<file path="src/rtl/hazard_scoreboard.sv">
// ID-stage hazard unit: countdown scoreboard of in-flight register writes driving stall and its cause.
// Optional perf counters are built only when HAZARD_PERF_EN is defined.
module hazard_scoreboard #(
    parameter int unsigned REG_AW   = 5,
    parameter int unsigned LOAD_LAT = 1,
    parameter int unsigned SB_DEPTH = 4
) (
    input  logic              clk,
    input  logic              rst_n,
    input  logic              id_valid,
    input  logic [REG_AW-1:0] id_rs,
    input  logic [REG_AW-1:0] id_rt,
    input  logic              id_use_rs,
    input  logic              id_use_rt,
    input  logic              id_is_branch,
    input  logic              id_wr_en,
    input  logic [REG_AW-1:0] id_wr_dst,
    input  logic              id_mem_read,
    input  logic              pipe_hold,
    input  logic              flush_all,
    output logic              stall,
    output logic [1:0]        stall_cause,
    output logic              sb_busy,
    output logic [31:0]       perf_stall_cnt,
    output logic [31:0]       perf_br_stall_cnt
);

    localparam int unsigned CNT_W = $clog2(LOAD_LAT + 2);
    localparam int unsigned IDX_W = (SB_DEPTH > 1) ? $clog2(SB_DEPTH) : 1;

    localparam logic [1:0] CAUSE_NONE = 2'b00;
    localparam logic [1:0] CAUSE_DATA = 2'b01;
    localparam logic [1:0] CAUSE_BR   = 2'b10;
    localparam logic [1:0] CAUSE_FULL = 2'b11;

    logic [SB_DEPTH-1:0] entValid;
    logic [REG_AW-1:0]   entDst [SB_DEPTH];
    logic [CNT_W-1:0]    entCnt [SB_DEPTH];

    logic             useRs;
    logic             useRt;
    logic             anyMatch;
    logic             lateMatch;
    logic             anyFree;
    logic [IDX_W-1:0] freeIdx;
    logic             needAlloc;
    logic             doAlloc;
    logic [1:0]       causeC;

    // Source match against the scoreboard and lowest free entry search
    always_comb begin
        useRs     = id_use_rs && (id_rs != '0);
        useRt     = id_use_rt && (id_rt != '0);
        anyMatch  = 1'b0;
        lateMatch = 1'b0;
        anyFree   = 1'b0;
        freeIdx   = '0;
        for (int i = 0; i < int'(SB_DEPTH); i++) begin
            if (entValid[i] && ((useRs && (entDst[i] == id_rs)) ||
                                (useRt && (entDst[i] == id_rt)))) begin
                anyMatch = 1'b1;
                if (entCnt[i] > CNT_W'(1)) begin
                    lateMatch = 1'b1;
                end
            end
        end
        for (int i = int'(SB_DEPTH) - 1; i >= 0; i--) begin
            if (!entValid[i]) begin
                anyFree = 1'b1;
                freeIdx = IDX_W'(i);
            end
        end
    end

    // Branches need the value in ID, so any live producer blocks them
    always_comb begin
        needAlloc = id_valid && id_wr_en && (id_wr_dst != '0);
        causeC    = CAUSE_NONE;
        if (id_is_branch && anyMatch) begin
            causeC = CAUSE_BR;
        end else if (!id_is_branch && lateMatch) begin
            causeC = CAUSE_DATA;
        end else if (needAlloc && !anyFree) begin
            causeC = CAUSE_FULL;
        end
        stall       = id_valid && (causeC != CAUSE_NONE);
        stall_cause = causeC;
        sb_busy     = |entValid;
        doAlloc     = needAlloc && !stall && !pipe_hold && !flush_all;
    end

    // Entries count down each advancing edge; the freed slot is only reusable next edge
    always_ff @(posedge clk or negedge rst_n) begin
        if (!rst_n) begin
            entValid <= '0;
            for (int i = 0; i < int'(SB_DEPTH); i++) begin
                entDst[i] <= '0;
                entCnt[i] <= '0;
            end
        end else if (flush_all) begin
            entValid <= '0;
        end else if (!pipe_hold) begin
            for (int i = 0; i < int'(SB_DEPTH); i++) begin
                if (entValid[i]) begin
                    if (entCnt[i] == CNT_W'(1)) begin
                        entValid[i] <= 1'b0;
                    end else begin
                        entCnt[i] <= entCnt[i] - CNT_W'(1);
                    end
                end
            end
            if (doAlloc) begin
                entValid[freeIdx] <= 1'b1;
                entDst[freeIdx]   <= id_wr_dst;
                entCnt[freeIdx]   <= id_mem_read ? CNT_W'(LOAD_LAT + 1) : CNT_W'(1);
            end
        end
    end

`ifdef HAZARD_PERF_EN
    logic [31:0] stallCnt;
    logic [31:0] brStallCnt;

    // Saturating stall counters, advancing only on edges where the pipe moves
    always_ff @(posedge clk or negedge rst_n) begin
        if (!rst_n) begin
            stallCnt   <= '0;
            brStallCnt <= '0;
        end else if (stall && !pipe_hold && !flush_all) begin
            if (stallCnt != '1) begin
                stallCnt <= stallCnt + 32'd1;
            end
            if ((causeC == CAUSE_BR) && (brStallCnt != '1)) begin
                brStallCnt <= brStallCnt + 32'd1;
            end
        end
    end

    assign perf_stall_cnt    = stallCnt;
    assign perf_br_stall_cnt = brStallCnt;
`else
    assign perf_stall_cnt    = '0;
    assign perf_br_stall_cnt = '0;
`endif

endmodule

</file>
<file path="config.mk">
export PLATFORM = sky130hd
export DESIGN_NAME = hazard_scoreboard
export DESIGN_NICKNAME = d
export VERILOG_FILES = /design/src/rtl/hazard_scoreboard.sv
export SDC_FILE = /design/constraint.sdc
export NUM_CORES = 1
export LEC_CHECK = 0
export ABC_CLOCK_PERIOD_IN_PS = 2960
export CORE_UTILIZATION = 46
export CTS_CLUSTER_DIAMETER = 80
export DETAILED_ROUTE_END_ITERATION = 12
export PLACE_DENSITY = 0.78
export SLEW_MARGIN = 0
export SYNTH_ARGS = -nofsm -noshare
export SYNTH_HDL_FRONTEND = slang
export SYNTH_SLANG_ARGS = --single-unit
export TNS_END_PERCENT = 1
</file>
<file path="constraint.sdc">
create_clock -name clk -period 2.96 [get_ports clk]
set_clock_uncertainty 0.1 [all_clocks]
set_input_delay 0.444 -clock clk [delete_from_list [all_inputs] [get_ports clk]]
set_output_delay 0.444 -clock clk [all_outputs]
set_load 0.02 [all_outputs]
</file>
==> metrics.md, run 1 <==
| Metric | Value |
|---|---|
| Status | `finished, violations left` |
| Failing checks | `negative setup slack` |
| H-tree lvl count | `2` |
| Commonest non-fill, non-tap cell in the layout | `conb_1` |
| HP Class | `in2async` |
| Post-route DRC | `0` |
| CP required | `3040 ps` |
| Synth top area share | `between 20 and 30%` |
| Post-synthesis cell type count | `45` |
| Critical path type | `in2reg` |
| Synth Flop Type | `dfrtp_1` |
| Crit share post-route | `102%` |
| Mapped Area | `between 2000 and 3000 µm²` |
| First-pass GRT wire length | `approximately 9.8 mm` |
| Initial Util | `between 40% and 50%` |
| # setup viols final | `7` |
| Most frequent cells in the layout | `conb_1, buf_4, dfrtp_1, xnor2_1, xor2_1` |
| Slew Limit Fails | `0` |
| Pwr dens | `about 400 nW/µm²` |
| Crit path DAT | `around 3100 ps` |
| Post-Syn Instances | `between 200 and 300` |
| F_max | `331 MHz` |
| Die height | `79.1 µm` |
| Fin util | `59.2%` |
| Clk slew on worst S/H paths | `roughly 70 ps` |
| Max VDD drop | `around 0.00030 V` |
| Worst Setup SP | `id_use_rs` |
| Total gr overflow | `0` |
| Final Hold Viols | `0` |
| Ranking of synthesized cells by area | `dfrtp_1, buf_4, xnor2_1` |
| DR vias | `between 2000 and 2500` |
| CTS sink count | `32` |
| Initial antenna violation count | `0` |
| CTS Buffer Depth | `2` |
| CP Cell Sequence | `clkdlybuf4s50_1, o21ai_4, nor4_1, o21ai_1, buf_4, o32ai_4, nor2_2, buf_4, a21oi_4, nor4b_4, buf_4, buf_4, o311a_1` |
| P_leak | `1.51 nW` |
| Post-DP HPWL | `between 4 and 5 mm` |
| Fin nets | `376` |
| Pin count of the biggest net entering global routing | `33` |
| CTS buffer count | `5` |
| Area growth syn-to-layout | `21.3%` |
| Mean Syn Cell Area | `approximately 9.5 µm²` |
| Row count | `27` |
| Share of synthesized flip-flops with an asynchronous set or reset | `100%` |
| Die Width | `slightly below 80 µm` |
| Min cycle time layout | `3020 ps` |
| Crit Path Max Fanout | `6` |
| Worst path max stage delay | `500 ps` |
| Number of antenna diodes | `0` |
| Synth warn | `0` |
| Wire length per cell | `15.2 µm` |
| DIE AREA | `between 6000 and 7000 µm²` |
| Register area share after synthesis | `29.3%` |
| Post-synth EDFFs | `0` |
| Final WS setup | `-62.4 ps` |
| Worst R2R Start | `entDst[7]$_DFFE_PN0P_` |
| Critical Path End Type | `flop` |
| CP max-delay cell | `clkdlybuf4s50_1` |
| Sequential cell area | `about 800 µm²` |
| CP startpoint kind | `primary input` |
| CTS tree | `built` |
| Via-per-instance ratio | `slightly above 5` |
| Port Buffer Count | `28` |
| Iter 0 DRT Violations | `~130` |
| Pre-Repair DR Iteration Count | `4` |
| Unrepaired setup endpoints after global routing | `yes` |
| Core area | `5610 µm²` |
| Number of max-cap violations | `0` |
| CP dominant cell by count | `buf_4` |
| Worst Hold Slack | `between 400 and 500 ps` |
| Post-route antenna net violation count | `0` |
| Final WL | `approximately 6.3 mm` |
| Yosys top cell by area | `dfrtp_1` |
| Vias in the first global route | `a little over 2000` |
| Total Routing Usage GR | `around a fifth` |
| Routability Congestion | `0.878` |
| I/O pins | `93` |
| Fill cells | `455` |
| Layout cells sized above 1 | `a little under a third` |
| Clock root buffer | `clkbuf_8` |
| #FFs+latches synth | `32` |
| Worst-Skew Late Latency | `300 ps` |
| Multi-input combinational cell area | `between 1500 and 2000 µm²` |
[report_power, final]
part | switching (mW) | internal, mW | leakage [nW]
Sequential | 0.0514 | 0.479 | 0.412
Combinational | 0.218 | 0.162 | 1.05
Clock | 0.171 | 0.249 | 0.0541
Total | 0.440 | 0.890 | 1.51
[path summary, 6_finish.rpt]
| kind | to | slack (ps) | cells past startpoint |
|---|---|---|---|
| worst max-delay path | entCnt[0]$_DFFE_PN0P_ | -60 | 13 |
| worst min-delay path | entDst[7]$_DFFE_PN0P_ | 450 | 2 |
| worst max register to register | entCnt[0]$_DFFE_PN0P_ | -40 | 13 |
| worst min register to register | entCnt[5]$_DFFE_PN0P_ | 470 | 1 |
| max in group asynchronous | entDst[15]$_DFFE_PN0P_ | 2000 | 2 |
| min in group clk | entCnt[5]$_DFFE_PN0P_ | 470 | 1 |
[cells by family after synthesis]
family          count (synthesis)  synth area share, %
compound gates                 32                 8.97
xor+xnor                       40                 12.8
fa+ha+maj                       8                 3.66
buf+inv                        93                 22.5
flops                          32                 29.3
mux                            20                 8.92
other cells                     1                0.137
simple gates                   63                 13.8
[layout make-up]
class,count,share of cell area (%)
Sequential cell,32,24.2
Clock inverter,3,1.28
Clock buffer,5,2.07
Tap cell,72,2.71
Multi-Input combinational cell,227,52.1
Timing Repair Buffer,65,16.3
Inverter,12,1.36
[worst max-delay path, delay by kind of cell]
family / cells / cell delay [ps]
simple gates: 3 / 490
buf+inv: 5 / 1120
compound gates: 5 / 1050
[synthesized netlist by cell type (2+ instances only)]
cell type	count
a211oi_1	2
a21oi_1	5
a311o_1	2
buf_2	2
buf_4	64
buf_6	3
clkbuf_1	11
dfrtp_1	32
ha_1	8
inv_1	12
mux2_2	15
mux2_4	5
nand2_1	6
nand2b_1	5
nand3_1	15
nor2_1	8
nor3_1	3
nor3_2	2
nor4_1	9
o21ai_0	5
o21ai_1	4
o21ai_4	2
o221a_2	2
o32ai_1	2
or3_1	4
or4_1	3
or4_4	2
xnor2_1	24
xor2_1	16
[stage by stage]
step / total power, mW / cells / TNS [ps] / setup WS (ps) / instance area [µm²]
final: 1.33 / 416 / -133 / -62.4 / 3320
after floorplan: 0.827 / 352 / -473 / -91.1 / 2970
after CTS: 1.30 / 413 / -80.3 / -26.1 / 3200
after global routing: 1.39 / 416 / -1500 / -146 / 3320
after detailed placement: 0.872 / 402 / -21370 / -734 / 3010
after global placement: 0.861 / 402 / -19230 / -683 / 3010
[flip-flops by register name, summed over array words and instances (netlist names)]
| signal | flops |
|---|---|
| entCnt | 8 |
| entDst | 20 |
| entValid | 4 |
[timing repair]
action / 4_1_cts / 5_1_grt
resized for setup: 70 / 16
pin swaps: 19 / 21
endpoints found under the setup margin: 35 / 27
setup buffers: 3 / 3
hold buffers: 0 / 0
cloned: 0 / 0
[layer usage]
metal  up-vias  routed length, µm  GRT usage, %
met1      1028               2540          25.1
met5         -                  0             0
met2       123               3130          34.7
met4         0                154          6.36
met3        19                519          7.47
li1        958                  -             -
(Power assumes the default switching activity.)
==> run 2, diff against run 1 <==
--- a/config.mk
+++ b/config.mk
@@ -5,9 +5,9 @@
 export SDC_FILE = /design/constraint.sdc
 export NUM_CORES = 1
 export LEC_CHECK = 0
-export ABC_CLOCK_PERIOD_IN_PS = 2960
+export ABC_CLOCK_PERIOD_IN_PS = 3200
 export CORE_UTILIZATION = 46
-export CTS_CLUSTER_DIAMETER = 80
+export CTS_CLUSTER_DIAMETER = 50
 export DETAILED_ROUTE_END_ITERATION = 12
 export PLACE_DENSITY = 0.78
 export SLEW_MARGIN = 0
==> constraint.sdc (replaced) <==
create_clock -name clk -period 3.2 [get_ports clk]
set_clock_uncertainty 0.1 [all_clocks]
set_input_delay 0.48 -clock clk [delete_from_list [all_inputs] [get_ports clk]]
set_output_delay 0.48 -clock clk [all_outputs]
set_load 0.02 [all_outputs]
==> run 2 against run 1 <==
Effect of this change: the flow now finishes without violations; cell area fell by 1.9%; hold slack improved by 28 ps; die area did not move; worst setup slack improved by 110 ps; sequential power fell by 7.5%; sequential cell count did not move; sequential share of layout area rose by 0.44 points; clock-buffer cell count rose by 2; via count fell by 0.33%; non-clock buffer count fell by 4; routed wire length rose by 2.0%.
==> metrics.md, run 2 (synthesis gave the netlist of run 1 again) <==
| Metric | Value |
|---|---|
| Slew Limit Fails | `0` |
| Multi-input combinational cell area | `1690 µm²` |
| Final WS setup | `approximately 45 ps` |
| CP Cell Sequence | `buf_6, or4_4, o21ai_4, nor4_2, o21ai_1, nand4_1, buf_4, nor3_4, a21oi_4, nor4b_4, buf_6, mux2_4` |
| Worst Reg-to-Reg Cells | `11` |
| Pwr dens | `388 nW/µm²` |
| Fin nets | `about 370` |
| Post-DP HPWL | `about 4.7 mm` |
| Total Routing Usage GR | `21.1%` |
| Flop-to-flop setup slack | `approximately 350 ps` |
| Total negative slack | `0 ps` |
| CTS sink count | `32` |
| P_leak | `~1.5 nW` |
| Clock root buffer | `clkbuf_8` |
| Initial Util | `48.8%` |
| Via-per-instance ratio | `a little over 5` |
| Worst-Skew Late Latency | `around 290 ps` |
| Reg with most FFs | `entDst` |
| WHS Endpoint | `entCnt[5]$_DFFE_PN0P_` |
| DP Area | `approximately 3000 µm²` |
| CTS tree | `built` |
| Busiest grt layer | `met2` |
| CTS Buffer Depth | `2` |
| Pin count of the biggest net entering global routing | `33` |
| Post-route antenna net violation count | `0` |
| DIE AREA | `around 6300 µm²` |
| Layout cells sized above 1 | `roughly 29%` |
| Vias in the first global route | `2000` |
| Critical path type | `in2reg` |
| Sequential cell area | `~800 µm²` |
| Final Hold Viols | `0` |
| Unrepaired setup endpoints after global routing | `yes` |
| Dpl ws | `-624 ps` |
| Row count | `27` |
| Hold_buf cts | `0` |
| H-tree lvl count | `2` |
| Iter 0 DRT Violations | `153` |
| Fill cells | `approximately 450` |
| Status | `finished, final reports clean` |
| Initial antenna violation count | `0` |
| RR Endpoint | `entDst[10]$_DFFE_PN0P_` |
| Post-route DRC | `0` |
| Min cycle time layout | `3150 ps` |
| CP max-delay cell | `or4_4` |
| Largest regs | `entDst: 20 flops, entCnt: 8 flops, entValid: 4 flops` |
| Crit share post-route | `98.6%` |
| Clk slew on worst S/H paths | `around 70 ps` |
| I/O pins | `between 90 and 100` |
| HP Class | `reg2reg` |
| CTS buffer count | `5` |
| WHS Path Cells | `1` |
| First-pass GRT wire length | `10.0 mm` |
| Most frequent cells in the layout | `conb_1, dfrtp_1, buf_4, xnor2_1, xor2_1` |
| Die height | `~80 µm` |
| Worst Setup SP | `id_rs[1]` |
| CP dominant cell by count | `buf_6` |
| Die Width | `around 80 µm` |
| Core area | `roughly 5600 µm²` |
| DR vias | `2121` |
| Critical Path End Type | `flop` |
| Number of antenna diodes | `0` |
| Worst path max stage delay | `between 500 and 600 ps` |
| Max reg flops | `20` |
| Design area | `approximately 3300 µm²` |
| Commonest non-fill, non-tap cell in the layout | `conb_1` |
| Crit path DAT | `3230 ps` |
| F_max | `around 320 MHz` |
| M3 GR Usage | `~3.7%` |
| Pre-Repair DR Iteration Count | `4` |
| Worst R2R Start | `entDst[5]$_DFFE_PN0P_` |
| Final WL | `between 6 and 7 mm` |
| Wire length per cell | `between 15 and 20 µm` |
| CP startpoint kind | `primary input` |
| Port Buffer Count | `28` |
| Area growth syn-to-layout | `19.0%` |
| # setup viols final | `0` |
| Met2 Usage GRT | `35.6%` |
| Number of max-cap violations | `0` |
| Met1 GRT Util | `between 20% and 30%` |
| CP required | `between 3000 and 4000 ps` |
| Routability Congestion | `slightly above 0.9` |
| Max VDD drop | `0.000235 V` |
| Crit Path Max Fanout | `8` |
| Total gr overflow | `0` |
| Worst Min Path Start | `entCnt[5]$_DFFE_PN0P_` |
-- run 2: per-layer routing --
metal	vias to the layer above	share of wire, %
met4	0	2.9
met5	-	0
met1	1039	43
met3	17	7.1
li1	953	-
met2	112	47
-- run 2: layout make-up --
cell class              instances  share of cell area, %
clock buffers                   7                   2.96
inverters                      12                   1.38
multi-input cells             227                   51.9
well taps                      72                   2.77
flip-flops and latches         32                   24.6
clock inverters                 1                  0.923
repair buffers                 61                   15.5
-- run 2: what timing repair did --
| action | CTS | global route |
|---|---|---|
| buffers inserted | 2 | 2 |
| pin swaps | 11 | 22 |
| endpoints found under the setup margin | 34 | 31 |
| gates resized for setup | 29 | 36 |
-- run 2: critical path: cells and delay by family --
kind	cells	cell delay [ps]
muxes	1	300
buffers and inverters	3	480
and+or+nand+nor	5	1380
AOI/OAI and AO/OA	3	590
-- run 2: report_power, final --
group	internal [mW]	switching, mW
Combinational	0.142	0.198
Clock	0.275	0.159
Sequential	0.443	0.0470
-- run 2: worst max path at each step --
stage,slack (ps),cells past startpoint,endpoint
final,50,12,entDst[0]$_DFFE_PN0P_
after global routing,-60,12,entDst[2]$_DFFE_PN0P_
after CTS,-8,10,stall_cause[0]
after detailed placement,-620,11,entDst[16]$_DFFE_PN0P_
after global placement,-500,11,entDst[19]$_DFFE_PN0P_
after floorplan,70,11,entDst[0]$_DFFE_PN0P_
-- run 2: through the flow --
stage | hold WS (ps) | std cells | power, mW | utilization (%)
floorplan | 84.4 | 352 | 0.765 | -
global placement | 449 | 400 | 0.797 | 53.3
detailed placement | 454 | 400 | 0.807 | 53.3
CTS | 473 | 410 | 1.24 | 56.8
global route | 483 | 412 | 1.33 | 58.0
finish | 474 | 412 | 1.26 | 58.0
==> run 3, diff against run 2 <==
--- a/config.mk
+++ b/config.mk
@@ -6,10 +6,12 @@
 export NUM_CORES = 1
 export LEC_CHECK = 0
 export ABC_CLOCK_PERIOD_IN_PS = 3200
+export CORE_MARGIN = 4
 export CORE_UTILIZATION = 46
 export CTS_CLUSTER_DIAMETER = 50
 export DETAILED_ROUTE_END_ITERATION = 12
 export PLACE_DENSITY = 0.78
+export SKIP_CTS_REPAIR_TIMING = 1
 export SLEW_MARGIN = 0
 export SYNTH_ARGS = -nofsm -noshare
 export SYNTH_HDL_FRONTEND = slang
==> run 3 against run 2 <==
Effect of this change: register-to-register slack got worse by 30 ps; global-route usage decreased by 3.8 points; maximum frequency increased by 0.78%; largest cell class unchanged; routed wire length increased by 0.22%; sequential share of layout area increased by 0.69 points; first-iteration DRC count increased by 4.6%.
==> metrics.md, run 3 (synthesis gave the netlist of run 1 again) <==
| Metric | Value |
|---|---|
| Min cycle time layout | `3130 ps` |
| Via-per-instance ratio | `5.00` |
| Iter 0 DRT Violations | `160` |
| First-pass GRT wire length | `around 10 mm` |
| Fin nets | `368` |
| Worst Reg-to-Reg Cells | `9` |
| DR vias | `a little over 2000` |
| Final WL | `roughly 6.5 mm` |
| Pre-Repair DR Iteration Count | `4` |
| CP startpoint kind | `primary input` |
| Initial Util | `48.5%` |
| Worst path max stage delay | `around 560 ps` |
| Crit Path Max Fanout | `7` |
| Dpl ws | `-513 ps` |
| CP Cell Sequence | `dlymetal6s2s_1, or4_4, o21ai_4, nor4_1, o21ai_1, nand4_1, buf_4, nor3_2, a21oi_2, or3_1, o221a_2` |
| Max reg flops | `20` |
| CTS Buffer Depth | `2` |
| Layout cells sized above 1 | `25.3%` |
| Die Width | `between 80 and 90 µm` |
| Reg with most FFs | `entDst` |
| CTS buffer count | `5` |
| Critical path type | `in2reg` |
| Worst Min Path Start | `entCnt[5]$_DFFE_PN0P_` |
| Port Buffer Count | `28` |
| Initial antenna violation count | `0` |
| Commonest non-fill, non-tap cell in the layout | `conb_1` |
| CP required | `approximately 3300 ps` |
| F_max | `roughly 320 MHz` |
| RR Endpoint | `entDst[17]$_DFFE_PN0P_` |
| # setup viols final | `0` |
| Post-DP HPWL | `5.06 mm` |
| Post-route antenna net violation count | `0` |
| P_leak | `around 1.5 nW` |
| Row count | `27` |
| Vias in the first global route | `just under 2000` |
| I/O pins | `93` |
| Post-route DRC | `0` |
| Design area | `~3200 µm²` |
| Number of antenna diodes | `0` |
| Finished Layout Cells | `408` |
| CP max-delay cell | `or4_4` |
| Slew Limit Fails | `0` |
| Flop-to-flop setup slack | `320 ps` |
| DP Area | `around 3000 µm²` |
| Clk slew on worst S/H paths | `roughly 70 ps` |
| Wire length per cell | `between 15 and 20 µm` |
| Crit share post-route | `between 90 and 100%` |
| Largest regs | `entDst: 20 flops, entCnt: 8 flops, entValid: 4 flops` |
| Die height | `85.1 µm` |
| Total gr overflow | `0` |
| Clock root buffer | `clkbuf_8` |
| Final Hold Viols | `0` |
| CTS sink count | `32` |
| Placed Cells | `398` |
| Pwr dens | `approximately 380 nW/µm²` |
| DIE AREA | `between 7000 and 8000 µm²` |
| Crit path DAT | `about 3200 ps` |
| WHS Path Cells | `1` |
| HP Class | `reg2reg` |
| H-tree lvl count | `2` |
| Number of max-cap violations | `0` |
| Status | `finished, final reports clean` |
| Max VDD drop | `~0.0002 V` |
| Routability Congestion | `approximately 0.88` |
| Worst-Skew Late Latency | `around 280 ps` |
| Total negative slack | `0 ps` |
| Core area | `~5600 µm²` |
| Critical Path End Type | `flop` |
| Worst Hold Slack | `483 ps` |
| Area growth syn-to-layout | `15.7%` |
| WHS Endpoint | `entCnt[5]$_DFFE_PN0P_` |
| Total Routing Usage GR | `between 15 and 20%` |
| Worst R2R Start | `entDst[10]$_DFFE_PN0P_` |
| CTS tree | `built` |
| Final WS setup | `approximately 70 ps` |
| Pin count of the biggest net entering global routing | `33` |
| Most frequent cells in the layout | `conb_1, dfrtp_1, buf_4, xnor2_1, xor2_1` |
-- run 3: cell types whose count changed in the layout (fill, tap and decap cells not counted), moves of 2 or more --
cell | before | now
buf_2 | 2 | 0
clkbuf_2 | 6 | 4
dlymetal6s2s_1 | 2 | 8
nor3_4 | 2 | 0
nor3_2 | 0 | 2
clkbuf_8 | 7 | 5
nor4_4 | 3 | 0
nor4_1 | 1 | 3
buf_6 | 4 | 0
-- run 3: layer usage --
metal / GRT usage (%) / share of wire [%]
met4: 4.03 / 0.82
met3: 3.40 / 8.8
met2: 27.8 / 47
met1: 24.1 / 43
met5: 0 / 0
-- run 3: how the worst max path moves through the flow --
stage / from / endpoint / slack, ps
after CTS: id_rt[2] / stall_cause[1] / -520
after global routing: id_rt[3] / entCnt[2]$_DFFE_PN0P_ / -10
after global placement: id_rt[2] / stall / -480
after detailed placement: id_rt[2] / stall_cause[1] / -510
after floorplan: id_rt[2] / entDst[0]$_DFFE_PN0P_ / 70
final: id_rt[3] / entCnt[7]$_DFFE_PN0P_ / 70
-- run 3: through the flow --
stage / total power [mW] / utilization [%]
after CTS: 1.20 / 54.7
final: 1.21 / 56.1
after floorplan: 0.765 / -
after global routing: 1.27 / 56.1
after global placement: 0.796 / 52.7
after detailed placement: 0.807 / 52.7
-- run 3: final cells by class --
cell class,count,area [µm²]
clock buffer,5,68.8
clock inverter,3,42.5
fill,473,2480
inverter,12,45.0
multi-input combinational,227,1620
sequential,32,801
tap,72,90.1
timing repair buffer,57,495
-- run 3: power by group --
part           leakage, nW  internal [mW]  switching [mW]  total (mW)
Clock               0.0541          0.230           0.162       0.392
Combinational         1.03          0.138           0.187       0.325
Sequential           0.414          0.442          0.0488       0.491
Total                 1.50          0.811           0.398        1.21
-- run 3: worst max-delay path: cells and delay by family --
family / cells / cell delay [ps]
buffers and inverters: 2 / 310
and+or+nand+nor: 5 / 1480
AOI/OAI and AO/OA: 4 / 920
